$ cat config.mk
export PLATFORM = sky130hd
export DESIGN_NAME = pipeline_control_unit_flat
export DESIGN_NICKNAME = d
export VERILOG_FILES = /design/src/rtl/pipeline_control_unit_if.sv /design/src/rtl/pipeline_control_unit.sv /design/src/flat_wrapper.sv
export SDC_FILE = /design/constraint.sdc
export NUM_CORES = 1
export LEC_CHECK = 0
export BUFFER_PORTS_ARGS = -buffer_cell sky130_fd_sc_hd__buf_2
export CORE_AREA = 2 2 48 50
export CTS_BUF_LIST = sky130_fd_sc_hd__clkbuf_4
export DETAILED_ROUTE_END_ITERATION = 6
export DIE_AREA = 0 0 50 52
export PLACE_DENSITY = 0.66
export SYNTH_ARGS = -nofsm -noshare
export SYNTH_HDL_FRONTEND = slang
export SYNTH_SLANG_ARGS = --single-unit
$ cat constraint.sdc
create_clock -name i_clk -period 1.1 [get_ports i_clk]
set_input_delay 0.22 -clock i_clk [delete_from_list [all_inputs] [get_ports i_clk]]
set_output_delay 0.22 -clock i_clk [all_outputs]
set_load 0.02 [all_outputs]
$ cat src/rtl/pipeline_control_unit_if.sv
// Opcode/hazard inputs and registered WB/MEM/EX control bundle at the ID->EX boundary.
interface pipeline_control_unit_if #(
  parameter int OP_CTR_BUS_SIZE = 6,
  parameter int OP_ALU_BUS_SIZE = 2
);
  logic [OP_CTR_BUS_SIZE-1:0] i_op;
  logic                       i_valid;
  logic                       i_stall;
  logic                       i_flush;

  logic                       o_wb_reg_write;
  logic                       o_wb_mem_to_reg;
  logic                       o_mem_branch;
  logic                       o_mem_branch_ne;
  logic                       o_mem_read;
  logic                       o_mem_write;
  logic                       o_ex_dest;
  logic                       o_ex_alu_src;
  logic [OP_ALU_BUS_SIZE-1:0] o_ex_alu_op;
  logic                       o_jump;
  logic                       o_valid;
  logic                       o_illegal;
  logic                       o_halt_pending;
  logic                       o_halted;

  modport master (
    output i_op, i_valid, i_stall, i_flush,
    input  o_wb_reg_write, o_wb_mem_to_reg, o_mem_branch, o_mem_branch_ne,
           o_mem_read, o_mem_write, o_ex_dest, o_ex_alu_src, o_ex_alu_op,
           o_jump, o_valid, o_illegal, o_halt_pending, o_halted
  );

  modport slave (
    input  i_op, i_valid, i_stall, i_flush,
    output o_wb_reg_write, o_wb_mem_to_reg, o_mem_branch, o_mem_branch_ne,
           o_mem_read, o_mem_write, o_ex_dest, o_ex_alu_src, o_ex_alu_op,
           o_jump, o_valid, o_illegal, o_halt_pending, o_halted
  );
endinterface

$ cat src/rtl/pipeline_control_unit.sv
// Registered main control for ID->EX: opcode decode, bubble insertion and HALT drain.
//   state   | meaning
//   S_RUN   | decode and issue, or bubble on flush/stall/invalid/illegal
//   S_DRAIN | bubbles while in-flight instructions retire; r_cnt counts down
//   S_HALTED| bubbles, o_halted high until reset
module pipeline_control_unit #(
  parameter int OP_CTR_BUS_SIZE = 6,
  parameter int OP_ALU_BUS_SIZE = 2,
  parameter int DRAIN_CYCLES    = 4
) (
  input  logic                    i_clk,
  input  logic                    i_reset,
  pipeline_control_unit_if.slave  bus
);

  localparam int CNT_W = $clog2(DRAIN_CYCLES + 1);

  localparam logic [OP_CTR_BUS_SIZE-1:0] OP_RTYPE = OP_CTR_BUS_SIZE'(6'b000000);
  localparam logic [OP_CTR_BUS_SIZE-1:0] OP_LW    = OP_CTR_BUS_SIZE'(6'b100011);
  localparam logic [OP_CTR_BUS_SIZE-1:0] OP_SW    = OP_CTR_BUS_SIZE'(6'b101011);
  localparam logic [OP_CTR_BUS_SIZE-1:0] OP_BEQ   = OP_CTR_BUS_SIZE'(6'b000100);
  localparam logic [OP_CTR_BUS_SIZE-1:0] OP_BNE   = OP_CTR_BUS_SIZE'(6'b000101);
  localparam logic [OP_CTR_BUS_SIZE-1:0] OP_ADDI  = OP_CTR_BUS_SIZE'(6'b001000);
  localparam logic [OP_CTR_BUS_SIZE-1:0] OP_J     = OP_CTR_BUS_SIZE'(6'b000010);
  localparam logic [OP_CTR_BUS_SIZE-1:0] OP_HALT  = OP_CTR_BUS_SIZE'(6'b111111);

  localparam logic [OP_ALU_BUS_SIZE-1:0] ALU_ADD    = OP_ALU_BUS_SIZE'(2'b00);
  localparam logic [OP_ALU_BUS_SIZE-1:0] ALU_SUB    = OP_ALU_BUS_SIZE'(2'b01);
  localparam logic [OP_ALU_BUS_SIZE-1:0] ALU_FUNCT  = OP_ALU_BUS_SIZE'(2'b10);
  localparam logic [OP_ALU_BUS_SIZE-1:0] ALU_ADDI   = OP_ALU_BUS_SIZE'(2'b11);

  typedef enum logic [1:0] {S_RUN, S_DRAIN, S_HALTED} state_t;

  typedef struct packed {
    logic                       reg_write;
    logic                       mem_to_reg;
    logic                       branch;
    logic                       branch_ne;
    logic                       mem_read;
    logic                       mem_write;
    logic                       ex_dest;
    logic                       alu_src;
    logic [OP_ALU_BUS_SIZE-1:0] alu_op;
    logic                       jump;
  } ctl_t;

  state_t     r_state, w_state_nxt;
  logic [CNT_W-1:0] r_cnt, w_cnt_nxt;
  ctl_t       r_ctl, w_ctl_nxt, w_dec;
  logic       r_valid, w_valid_nxt;
  logic       r_illegal, w_illegal_nxt;
  logic       r_halt_pending, r_halted;
  logic       w_known, w_is_halt;

  always_comb begin
    w_dec     = '0;
    w_known   = 1'b1;
    w_is_halt = 1'b0;
    case (bus.i_op)
      OP_RTYPE: begin
        w_dec.reg_write = 1'b1;
        w_dec.ex_dest   = 1'b1;
        w_dec.alu_op    = ALU_FUNCT;
      end
      OP_LW: begin
        w_dec.reg_write  = 1'b1;
        w_dec.mem_to_reg = 1'b1;
        w_dec.mem_read   = 1'b1;
        w_dec.alu_src    = 1'b1;
        w_dec.alu_op     = ALU_ADD;
      end
      OP_SW: begin
        w_dec.mem_write = 1'b1;
        w_dec.alu_src   = 1'b1;
        w_dec.alu_op    = ALU_ADD;
      end
      OP_BEQ: begin
        w_dec.branch = 1'b1;
        w_dec.alu_op = ALU_SUB;
      end
      OP_BNE: begin
        w_dec.branch    = 1'b1;
        w_dec.branch_ne = 1'b1;
        w_dec.alu_op    = ALU_SUB;
      end
      OP_ADDI: begin
        w_dec.reg_write = 1'b1;
        w_dec.alu_src   = 1'b1;
        w_dec.alu_op    = ALU_ADDI;
      end
      OP_J:    w_dec.jump = 1'b1;
      OP_HALT: w_is_halt  = 1'b1;
      default: w_known    = 1'b0;
    endcase
  end

  // Everything not explicitly issued below is a bubble.
  always_comb begin
    w_state_nxt   = r_state;
    w_cnt_nxt     = r_cnt;
    w_ctl_nxt     = '0;
    w_valid_nxt   = 1'b0;
    w_illegal_nxt = 1'b0;
    case (r_state)
      S_RUN: begin
        if (bus.i_flush || bus.i_stall || !bus.i_valid) begin
          w_state_nxt = S_RUN;
        end else if (w_is_halt) begin
          w_state_nxt = S_DRAIN;
          w_cnt_nxt   = CNT_W'(DRAIN_CYCLES - 1);
        end else if (!w_known) begin
          w_illegal_nxt = 1'b1;
        end else begin
          w_ctl_nxt   = w_dec;
          w_valid_nxt = 1'b1;
        end
      end
      S_DRAIN: begin
        if (r_cnt == '0) begin
          w_state_nxt = S_HALTED;
        end else begin
          w_cnt_nxt = r_cnt - CNT_W'(1);
        end
      end
      S_HALTED: w_state_nxt = S_HALTED;
      default:  w_state_nxt = S_RUN;
    endcase
  end

  always_ff @(posedge i_clk) begin
    if (i_reset) begin
      r_state        <= S_RUN;
      r_cnt          <= '0;
      r_ctl          <= '0;
      r_valid        <= 1'b0;
      r_illegal      <= 1'b0;
      r_halt_pending <= 1'b0;
      r_halted       <= 1'b0;
    end else begin
      r_state        <= w_state_nxt;
      r_cnt          <= w_cnt_nxt;
      r_ctl          <= w_ctl_nxt;
      r_valid        <= w_valid_nxt;
      r_illegal      <= w_illegal_nxt;
      r_halt_pending <= (w_state_nxt == S_DRAIN);
      r_halted       <= (w_state_nxt == S_HALTED);
    end
  end

  assign bus.o_wb_reg_write  = r_ctl.reg_write;
  assign bus.o_wb_mem_to_reg = r_ctl.mem_to_reg;
  assign bus.o_mem_branch    = r_ctl.branch;
  assign bus.o_mem_branch_ne = r_ctl.branch_ne;
  assign bus.o_mem_read      = r_ctl.mem_read;
  assign bus.o_mem_write     = r_ctl.mem_write;
  assign bus.o_ex_dest       = r_ctl.ex_dest;
  assign bus.o_ex_alu_src    = r_ctl.alu_src;
  assign bus.o_ex_alu_op     = r_ctl.alu_op;
  assign bus.o_jump          = r_ctl.jump;
  assign bus.o_valid         = r_valid;
  assign bus.o_illegal       = r_illegal;
  assign bus.o_halt_pending  = r_halt_pending;
  assign bus.o_halted        = r_halted;

endmodule
$ cat src/flat_wrapper.sv
// flat-port wrapper written by rule: the top's interface ports become plain ports
module pipeline_control_unit_flat 
#(
  parameter int OP_CTR_BUS_SIZE = 6,
  parameter int OP_ALU_BUS_SIZE = 2,
  parameter int DRAIN_CYCLES    = 4
)
  (i_clk, i_reset, bus_i_op, bus_i_valid, bus_i_stall, bus_i_flush, bus_o_wb_reg_write, bus_o_wb_mem_to_reg, bus_o_mem_branch, bus_o_mem_branch_ne, bus_o_mem_read, bus_o_mem_write, bus_o_ex_dest, bus_o_ex_alu_src, bus_o_ex_alu_op, bus_o_jump, bus_o_valid, bus_o_illegal, bus_o_halt_pending, bus_o_halted);
  pipeline_control_unit_if #(.OP_CTR_BUS_SIZE(OP_CTR_BUS_SIZE), .OP_ALU_BUS_SIZE(OP_ALU_BUS_SIZE)) bus_i ();
  input  logic i_clk;
  input  logic i_reset;
  input wire logic [$bits(bus_i.i_op)-1:0] bus_i_op;
  input wire logic [$bits(bus_i.i_valid)-1:0] bus_i_valid;
  input wire logic [$bits(bus_i.i_stall)-1:0] bus_i_stall;
  input wire logic [$bits(bus_i.i_flush)-1:0] bus_i_flush;
  output wire logic [$bits(bus_i.o_wb_reg_write)-1:0] bus_o_wb_reg_write;
  output wire logic [$bits(bus_i.o_wb_mem_to_reg)-1:0] bus_o_wb_mem_to_reg;
  output wire logic [$bits(bus_i.o_mem_branch)-1:0] bus_o_mem_branch;
  output wire logic [$bits(bus_i.o_mem_branch_ne)-1:0] bus_o_mem_branch_ne;
  output wire logic [$bits(bus_i.o_mem_read)-1:0] bus_o_mem_read;
  output wire logic [$bits(bus_i.o_mem_write)-1:0] bus_o_mem_write;
  output wire logic [$bits(bus_i.o_ex_dest)-1:0] bus_o_ex_dest;
  output wire logic [$bits(bus_i.o_ex_alu_src)-1:0] bus_o_ex_alu_src;
  output wire logic [$bits(bus_i.o_ex_alu_op)-1:0] bus_o_ex_alu_op;
  output wire logic [$bits(bus_i.o_jump)-1:0] bus_o_jump;
  output wire logic [$bits(bus_i.o_valid)-1:0] bus_o_valid;
  output wire logic [$bits(bus_i.o_illegal)-1:0] bus_o_illegal;
  output wire logic [$bits(bus_i.o_halt_pending)-1:0] bus_o_halt_pending;
  output wire logic [$bits(bus_i.o_halted)-1:0] bus_o_halted;
  assign bus_i.i_op = bus_i_op;
  assign bus_i.i_valid = bus_i_valid;
  assign bus_i.i_stall = bus_i_stall;
  assign bus_i.i_flush = bus_i_flush;
  assign bus_o_wb_reg_write = bus_i.o_wb_reg_write;
  assign bus_o_wb_mem_to_reg = bus_i.o_wb_mem_to_reg;
  assign bus_o_mem_branch = bus_i.o_mem_branch;
  assign bus_o_mem_branch_ne = bus_i.o_mem_branch_ne;
  assign bus_o_mem_read = bus_i.o_mem_read;
  assign bus_o_mem_write = bus_i.o_mem_write;
  assign bus_o_ex_dest = bus_i.o_ex_dest;
  assign bus_o_ex_alu_src = bus_i.o_ex_alu_src;
  assign bus_o_ex_alu_op = bus_i.o_ex_alu_op;
  assign bus_o_jump = bus_i.o_jump;
  assign bus_o_valid = bus_i.o_valid;
  assign bus_o_illegal = bus_i.o_illegal;
  assign bus_o_halt_pending = bus_i.o_halt_pending;
  assign bus_o_halted = bus_i.o_halted;
  pipeline_control_unit #(.OP_CTR_BUS_SIZE(OP_CTR_BUS_SIZE), .OP_ALU_BUS_SIZE(OP_ALU_BUS_SIZE), .DRAIN_CYCLES(DRAIN_CYCLES)) u_core (.i_clk(i_clk), .i_reset(i_reset), .bus(bus_i));
endmodule
==> results of run 1 <==
[placed cells by master (no fill, tap or decap), types with 2 or more instances in the layout]
cell | Yosys | layout
a21oi_1 | 5 | 5
a31o_2 | 2 | 2
a31oi_1 | 3 | 3
and3_1 | 2 | 2
buf_2 | 1 | 25
buf_4 | 1 | 12
clkbuf_4 | 0 | 3
dfxtp_1 | 19 | 17
dfxtp_2 | 0 | 2
inv_2 | 0 | 2
nand2_1 | 4 | 4
nand2b_1 | 2 | 2
nand4b_1 | 2 | 2
nor2_1 | 10 | 10
nor2b_1 | 4 | 3
nor3_1 | 3 | 2
nor4_4 | 1 | 2
or3_1 | 2 | 2
[worst min path at each step]
| stage | slack [ns] | end | cells after the start | start |
|---|---|---|---|---|
| floorplan | 0.30 | u_core.bus.o_ex_alu_op[1]$_SDFF_PP0_ | 1 | bus_i_op[0] |
| CTS | 0.20 | u_core.r_state[1]$_SDFF_PP0_ | 2 | i_reset |
| finish | 0.20 | u_core.r_state[0]$_SDFF_PP0_ | 2 | i_reset |
| detailed placement | 0.51 | u_core.r_state[1]$_SDFF_PP0_ | 2 | i_reset |
| global route | 0.20 | u_core.bus.o_halt_pending$_SDFF_PP0_ | 2 | i_reset |
| global placement | 0.50 | u_core.r_cnt[1]$_SDFFE_PP0P_ | 2 | u_core.r_cnt[1]$_SDFFE_PP0P_ |
[cell type report]
cell class,count,area share
clock buffers,3,0.02050
clock inverters,1,0.004556
inverters,3,0.01025
multi-input cells,57,0.3884
flip-flops and latches,19,0.3485
well taps,28,0.03189
repair buffers,37,0.1959
[cells in the mapped netlist, types with 3 or more instances]
cell,instances,area share
inv_1,3,0.014
a21oi_1,5,0.032
a31oi_1,3,0.024
nor2_1,10,0.048
dfxtp_1,19,0.49
nor2b_1,4,0.032
nor3_1,3,0.019
nand2_1,4,0.019
[kinds of logic after synthesis]
family,Yosys count,share of synthesized area
simple gates,39,0.3066
fa+ha+maj,2,0.03210
buf+inv,6,0.03530
flops,19,0.4880
compound gates,15,0.1252
mux,1,0.01284
[per-layer routing]
layer / GRT usage / vias to the layer above
li1: - / 368
met1: 0.1773 / 323
met2: 0.2346 / 21
met3: 0.04310 / 3
met4: 0.06944 / 0
met5: 0 / -
[power by group through the flow]
stage               logic [W]  registers (W)  clock network, W
floorplan           0.0000506       0.000709                 0
global placement     0.000119       0.000706                 0
detailed placement   0.000121       0.000706                 0
CTS                  0.000127       0.000690          0.000356
global route         0.000143       0.000691          0.000406
finish               0.000129       0.000690          0.000348
[metrics by stage]
step           instance area (µm²)  setup slack (ns)  total power (W)  TNS [ns]    util
6_report                      1099          -0.06730         0.001167   -0.3993  0.5217
2_1_floorplan                789.5          -0.03733        0.0007593   -0.1646       -
3_5_place_dp                  1023           -0.1406        0.0008268    -1.416  0.4860
3_3_place_gp                  1023          -0.09932        0.0008249    -1.204  0.4860
4_1_cts                       1080           -0.1305         0.001174    -1.086  0.5128
5_1_grt                       1099           -0.1629         0.001239    -1.533  0.5217
[repair_timing]
action                                  CTS  global route
endpoints found under the hold margin     0             0
cloned                                    0             0
resized for setup                         5             6
endpoints found under the setup margin   17            19
pin swaps                                 7             4
==> results.json, run 1 <==
{
  "status": "finished with violations",
  "violations": "setup timing",
  "leakage_nw": 0.4998,
  "top_layer": "met4",
  "wl_per_cell_um": 11.19,
  "ys_warn_count": 0,
  "die_w_um": 50,
  "finClkSkew_ns": 0.005091,
  "gp_congestion": 0.7468,
  "netlist_instances": 82,
  "wl_met3_um": 97,
  "crit_arrival_ns": 1.41,
  "synth_cell_type_count": 31,
  "endpoint_kind": "register",
  "finalWorstSetupSlack_ns": -0.06730,
  "dr.pass1.iters": 3,
  "min_period_over_period": 1.061,
  "drc_errors": 0,
  "synth_edf_count": 0,
  "cts_tree": "yes",
  "vias": 715,
  "met1_length_um": 752,
  "hpwl_um": 1281,
  "drv_cap": 0,
  "coreArea_um2": 2106,
  "via_per_inst": 4.831,
  "cp_max_fo": 5,
  "syn-num-nets": 95,
  "crit_start": "u_core.r_state[1]$_SDFF_PP0_",
  "placedCellCount": 144,
  "insertion_delay_ns": 0.30,
  "seq_power_share": 0.591,
  "ff_latch_area_um2": 382.9,
  "synth-seq-cells": 19,
  "overflow": 0,
  "cts_hold_buf": 0,
  "path_cells": "nor4_4 > buf_4 > nand3b_4 > and4bb_2",
  "port_buffers": 25,
  "die_area_um2": 2600,
  "cp_num_buf_inv": 1,
  "largest_reg_flops": 3,
  "clk_pin_slew_worst_paths_ns": 0.10,
  "drive_gt1_frac": 0.4750,
  "grt_pass1_wl_um": 2842,
  "synth_ff_type": "dfxtp_1",
  "synth.cell_area_um2": 779.5,
  "path_delay_family": "simple AND/OR/NAND/NOR gates",
  "io-pin-count": 26,
  "worstMarginPinSlew_ns": 0.2748,
  "holdWs_ns": 0.2004,
  "final_cells": 148,
  "grt_use_total": 0.1458,
  "critical_path_class": "register to register",
  "regMostFlops": "u_core.r_cnt",
  "path_depth": 4,
  "clkPwrFrac": 0.298,
  "std_cell_rows": 17,
  "slowest_stage": "dfxtp_2",
  "min_path_type": "input pin to register",
  "initial_utilization": 0.3702,
  "cellPowerDensity_nw_per_um2": 1063,
  "setup_viol_count_final": 10,
  "antenna_found_initial": 0,
  "irDropWorstVdd_uv": 722.8,
  "drt_wl_total_um": 1656,
  "regToRegSetupSlack_ns": -0.07,
  "cts_setup_buffers": 0,
  "crit_path_end": "u_core.bus.o_illegal$_SDFF_PP0_",
  "final_nets": 134,
  "area_delta_synth_final_pct": 40.93,
  "synth.avg_cell_area_um2": 9.506,
  "ant_nets": 0,
  "required_ns": 1.34,
  "cts_buffers": 3,
  "slowest_delay_ns": 0.35,
  "n_fill_cell": 198,
  "power.switching_w": 0.0002789,
  "clock_path_buffers": 2,
  "clock.fmax_mhz": 856.7,
  "r2r_end": "u_core.bus.o_illegal$_SDFF_PP0_",
  "grt_max_degree": 12,
  "slew_headroom": 0.8149,
  "post-route-min-period_ns": 1.167,
  "multi_input_area_um2": 426.7,
  "cts.sinks": 19,
  "ys_seq_area_frac": 0.4880,
  "diodes": 0,
  "slew_violations": 0,
  "worstRegToRegCells": 4,
  "die_h_um": 52,
  "cp-start-kind": "register",
  "rsz0062_at_grt": "yes",
  "r2r_start": "u_core.r_state[1]$_SDFF_PP0_",
  "comb_power_share": 0.111,
  "drt_iter0_markers": 10,
  "p_sw_frac": 0.2390,
  "intPower_w": 0.0008884,
  "wl_met2_um": 784,
  "grt_pass1_vias": 680,
  "synthArstFlopShare": 0,
  "clockRootBuffer": "clkbuf_4",
  "htreeDepth": 1,
  "hold_viol_final": 0
}
No activity file was read; power rests on OpenSTA's default activity.
==> run 2: changes to the inputs <==
Settings changed: SKIP_LAST_GASP set to 1.
==> run 2 against run 1 <==
  * The run still ends with setup timing left
  * Final cell count is the same
  * Register-to-register slack is essentially flat
  * Global-route usage is the same
  * Largest power group unchanged
  * Sequential share of layout area stayed put
  * Critical endpoint unchanged
  * Worst setup slack unchanged
  * Highest routed layer unchanged
==> results.json, run 2 (same netlist as run 1, synthesis figures left out) <==
{
  "status": "finished with violations",
  "violations": "setup timing",
  "grt_use_total": 0.1458,
  "hold_viol_final": 0,
  "grt_max_degree": 12,
  "final_cells": 148,
  "cts.sinks": 19,
  "final_nets": 134,
  "die_h_um": 52,
  "place_area_um2": 1023,
  "drt_iter0_markers": 10,
  "initial_utilization": 0.3702,
  "drv_cap": 0,
  "overflow": 0,
  "cp_max_fo": 5,
  "endpoint_kind": "register",
  "grt_pass1_wl_um": 2842,
  "antenna_found_initial": 0,
  "path_cells": "nor4_4 > buf_4 > nand3b_4 > and4bb_2",
  "final_cell_mix": "buf_2 (25), dfxtp_1 (17), buf_4 (12)",
  "diodes": 0,
  "htreeDepth": 1,
  "final_area_um2": 1099,
  "post-route-min-period_ns": 1.167,
  "cellPowerDensity_nw_per_um2": 1063,
  "largest_reg_flops": 3,
  "hold_end": "u_core.r_state[0]$_SDFF_PP0_",
  "gp_congestion": 0.7468,
  "cts_hold_buf": 0,
  "finalWorstSetupSlack_ns": -0.06730,
  "slew_violations": 0,
  "dr.pass1.iters": 3,
  "die_w_um": 50,
  "via_per_inst": 4.831,
  "critical_path_class": "register to register",
  "drt_wl_total_um": 1656,
  "slew_headroom": 0.8149,
  "die_area_um2": 2600,
  "cts_tree": "yes",
  "slowest_delay_ns": 0.35,
  "min_path_type": "input pin to register",
  "setup_tns_ns": -0.3993,
  "clockRootBuffer": "clkbuf_4",
  "cts_buffers": 3,
  "ff_latch_area_um2": 382.9,
  "min_path_cells": 2,
  "cp-start-kind": "register",
  "clock.fmax_mhz": 856.7,
  "leakage_nw": 0.4998,
  "std_cell_rows": 17,
  "ant_nets": 0,
  "io-pin-count": 26,
  "placedCellCount": 144,
  "clk_pin_slew_worst_paths_ns": 0.10,
  "rsz0062_at_grt": "yes",
  "finClkSkew_ns": 0.005091,
  "regToRegSetupSlack_ns": -0.07,
  "n_fill_cell": 198,
  "crit_start": "u_core.r_state[1]$_SDFF_PP0_",
  "regMostFlops": "u_core.r_cnt",
  "drive_gt1_frac": 0.4750,
  "crit_arrival_ns": 1.41,
  "hpwl_um": 1281,
  "worstMarginPinSlew_ns": 0.2748,
  "path_delay_family": "simple AND/OR/NAND/NOR gates",
  "vias": 715,
  "grt_pass1_vias": 680,
  "cp_num_buf_inv": 1,
  "final_common_cell": "buf_2",
  "irDropWorstVdd_uv": 722.8,
  "setup_viol_count_final": 10,
  "coreArea_um2": 2106,
  "clock_path_buffers": 2,
  "slowest_stage": "dfxtp_2",
  "r2r_end": "u_core.bus.o_illegal$_SDFF_PP0_",
  "required_ns": 1.34,
  "r2r_start": "u_core.r_state[1]$_SDFF_PP0_",
  "worstHoldStart": "i_reset",
  "insertion_delay_ns": 0.30,
  "wl_per_cell_um": 11.19,
  "multi_input_area_um2": 426.7,
  "port_buffers": 25,
  "min_period_over_period": 1.061,
  "drc_errors": 0,
  "area_delta_synth_final_pct": 40.93,
  "worstRegToRegCells": 4
}
==> run 2: how the worst max path moves through the flow <==
stage / slack (ns) / to / depth (start not counted)
2_1_floorplan: -0.04 / u_core.bus.o_illegal$_SDFF_PP0_ / 3
3_3_place_gp: -0.1 / u_core.bus.o_illegal$_SDFF_PP0_ / 5
3_5_place_dp: -0.14 / u_core.bus.o_ex_alu_op[1]$_SDFF_PP0_ / 5
4_1_cts: -0.13 / u_core.bus.o_ex_alu_op[1]$_SDFF_PP0_ / 4
5_1_grt: -0.16 / u_core.bus.o_mem_branch_ne$_SDFF_PP0_ / 4
6_report: -0.07 / u_core.bus.o_illegal$_SDFF_PP0_ / 4
==> run 2: cell type report <==
| class | instances | share of cell area |
|---|---|---|
| Inverter | 3 | 0.01025 |
| Timing Repair Buffer | 37 | 0.1959 |
| Clock inverter | 1 | 0.004556 |
| Clock buffer | 3 | 0.02050 |
| Sequential cell | 19 | 0.3485 |
| Multi-Input combinational cell | 57 | 0.3884 |
| Tap cell | 28 | 0.03189 |
==> run 2: metrics by stage <==
stage	utilization	hold WS [ns]	setup WS (ns)	total power, W
final	0.5217	0.2004	-0.06730	0.001167
after global routing	0.5217	0.1998	-0.1629	0.001239
after CTS	0.5128	0.1974	-0.1305	0.001174
after detailed placement	0.4860	0.5104	-0.1406	0.0008268
after global placement	0.4860	0.4979	-0.09932	0.0008249
after floorplan	-	0.2968	-0.03733	0.0007593
==> run 2: metal layers <==
metal,up-vias,part of all wire,GRT usage
li1,368,-,-
met1,323,0.45,0.1773
met2,21,0.47,0.2346
met3,3,0.059,0.04310
met4,0,0.013,0.06944
met5,-,0,0
==> run 2: repair_timing <==
item                       4_1_cts  5_1_grt
setup endpoints to repair       17       19
setup buffers                    0        0
pin swaps                        7        4
hold endpoints to repair         0        0
resized for setup                5        6
gates cloned                     0        0
==> run 2: power by group <==
part	internal (W)	leakage [nW]	total (W)	switching [W]
combinational	0.0000633	0.328	0.000129	0.0000658
sequential	0.000690	0.154	0.000690	0.000000556
clock	0.000135	0.0177	0.000348	0.000213
total	0.000888	0.500	0.00117	0.000279
==> run 3: changes to the inputs <==
Settings changed: CELL_PAD_IN_SITES_DETAIL_PLACEMENT set to 0, CELL_PAD_IN_SITES_GLOBAL_PLACEMENT set to 1, CORE_AREA 2 2 48 50 to 2 2 51 53, DIE_AREA 0 0 50 52 to 0 0 53 55, PLACE_DENSITY 0.66 to 0.76.
==> run 3 against run 2 <==
  * The run still ends with setup timing left
  * Critical path depth is the same
  * Combinational power about the same
  * Count of clock-buffer cells in the layout grew 1
  * Design area is 3.6% higher
  * Flip-flop and latch count did not move
  * Via count is 2.5% higher
  * Sequential share of layout area is 1.1 points lower
  * Hold slack better by 0.0089 ns
  * Final cell count up 2.7%
  * Global-route usage fell by 1.3 points
  * Critical endpoint unchanged
  * Largest power group unchanged
==> results.json, run 3 (same netlist as run 1, synthesis figures left out) <==
{
  "setup_viol_count_final": 16,
  "placedCellCount": 145,
  "die_w_um": 53,
  "clk_pin_slew_worst_paths_ns": 0.11,
  "status": "finished with violations",
  "critical_path_class": "register to register",
  "rsz0062_at_grt": "yes",
  "final_cells": 152,
  "finalWorstSetupSlack_ns": -0.1557,
  "holdWs_ns": 0.2093,
  "via_per_inst": 4.822,
  "hold_viol_final": 0,
  "slowest_stage": "dfxtp_2",
  "min_path_cells": 2,
  "htreeDepth": 1,
  "regToRegSetupSlack_ns": -0.16,
  "final_cell_mix": "buf_2 (25), dfxtp_1 (16), buf_4 (14)",
  "r2r_end": "u_core.bus.o_illegal$_SDFF_PP0_",
  "hold_end": "u_core.r_state[1]$_SDFF_PP0_",
  "slew_violations": 0,
  "grt_max_degree": 11,
  "wl_per_cell_um": 11.04,
  "drc_errors": 0,
  "worstRegToRegCells": 4,
  "drt_iter0_markers": 12,
  "finClkSkew_ns": 0.009703,
  "antenna_found_initial": 0,
  "grt_pass1_wl_um": 2773,
  "final_nets": 136,
  "required_ns": 1.34,
  "dr.pass1.iters": 4,
  "vias": 733,
  "gp_congestion": 0.7421,
  "r2r_start": "u_core.r_state[1]$_SDFF_PP0_",
  "initial_utilization": 0.3296,
  "std_cell_rows": 18,
  "clock_path_buffers": 2,
  "regMostFlops": "u_core.r_cnt",
  "cts.sinks": 19,
  "n_fill_cell": 233,
  "cts_hold_buf": 0,
  "irDropWorstVdd_uv": 744.6,
  "slowest_delay_ns": 0.36,
  "min_path_type": "input pin to register",
  "cp_num_buf_inv": 1,
  "clock.fmax_mhz": 796.3,
  "cp-start-kind": "register",
  "ff_latch_area_um2": 384.1,
  "worstMarginPinSlew_ns": 0.3076,
  "drv_cap": 0,
  "grt_pass1_vias": 643,
  "cts_buffers": 3,
  "endpoint_kind": "register",
  "largest_reg_flops": 3,
  "slew_headroom": 0.7945,
  "final_common_cell": "buf_2",
  "path_delay_family": "simple AND/OR/NAND/NOR gates",
  "cellPowerDensity_nw_per_um2": 1038,
  "grt_use_total": 0.1323,
  "hpwl_um": 1263,
  "drt_wl_total_um": 1678,
  "path_cells": "nor4_4 > buf_4 > nand3b_4 > and4bb_2",
  "multi_input_area_um2": 440.4,
  "violations": "setup timing",
  "port_buffers": 25,
  "overflow": 0,
  "coreArea_um2": 2365,
  "min_period_over_period": 1.142,
  "post-route-min-period_ns": 1.256,
  "die_h_um": 55,
  "setup_tns_ns": -1.400,
  "worstHoldStart": "i_reset",
  "cts_tree": "yes",
  "crit_arrival_ns": 1.50,
  "ant_nets": 0,
  "cp_max_fo": 5,
  "io-pin-count": 26,
  "leakage_nw": 0.5142,
  "die_area_um2": 2915,
  "area_delta_synth_final_pct": 46.07,
  "clockRootBuffer": "clkbuf_4",
  "diodes": 0,
  "insertion_delay_ns": 0.29,
  "drive_gt1_frac": 0.4836
}
==> run 3: stage by stage <==
stage,instance area (µm²),util,worst slack (ns),power (W)
3_5_place_dp,1018,0.4307,-0.1206,0.0008262
6_report,1139,0.4815,-0.1557,0.001182
3_3_place_gp,1018,0.4307,-0.1109,0.0008253
5_1_grt,1139,0.4815,-0.2209,0.001249
4_1_cts,1086,0.4593,-0.1198,0.001184
2_1_floorplan,789.5,-,-0.03733,0.0007593
==> run 3: final cells by class <==
type,instances,share of cell area
clock buffers,4,0.02637
inverters,3,0.01429
multi-input cells,57,0.3868
flip-flops and latches,19,0.3374
well taps,30,0.03297
repair buffers,39,0.2022
==> run 3: what timing repair did <==
action                                  CTS  global route
gates resized for setup                   7             8
setup buffers                             1             2
pin swaps                                 6             3
endpoints found under the setup margin   17            19
==> run 3: where the power goes <==
| part | leakage, nW | internal (W) | switching, W |
|---|---|---|---|
| Clock | 0.0184 | 0.000165 | 0.000195 |
| Combinational | 0.341 | 0.0000633 | 0.0000683 |
| Sequential | 0.155 | 0.000689 | 0.000000754 |
==> run 3: how the worst max path moves through the flow <==
| stage | slack, ns | from | cells after the start | endpoint |
|---|---|---|---|---|
| after floorplan | -0.04 | u_core.r_state[1]$_SDFF_PP0_ | 3 | u_core.bus.o_illegal$_SDFF_PP0_ |
| after global routing | -0.22 | u_core.r_state[1]$_SDFF_PP0_ | 4 | u_core.bus.o_ex_alu_op[1]$_SDFF_PP0_ |
| final | -0.16 | u_core.r_state[1]$_SDFF_PP0_ | 4 | u_core.bus.o_illegal$_SDFF_PP0_ |
| after CTS | -0.12 | u_core.r_state[1]$_SDFF_PP0_ | 4 | u_core.bus.o_ex_alu_op[1]$_SDFF_PP0_ |
| after detailed placement | -0.12 | bus_i_flush | 5 | u_core.bus.o_ex_alu_op[1]$_SDFF_PP0_ |
| after global placement | -0.11 | bus_i_flush | 5 | u_core.bus.o_ex_alu_op[1]$_SDFF_PP0_ |
==> run 3: worst register-to-register path, delay by kind of cell, from the launching register on <==
kind,cells,cell delay (ns)
flops,1,0.36
simple gates,3,0.67
buf+inv,1,0.18
==> run 3: metal layers <==
| metal | wire length [µm] | part of all wire | GRT usage | vias up |
|---|---|---|---|---|
| met5 | 0 | 0 | 0 | - |
| met4 | 42 | 0.025 | 0.06410 | 0 |
| met3 | 82 | 0.049 | 0.03226 | 4 |
| met2 | 719 | 0.43 | 0.2063 | 21 |
| met1 | 833 | 0.50 | 0.1719 | 330 |
| li1 | - | - | - | 378 |
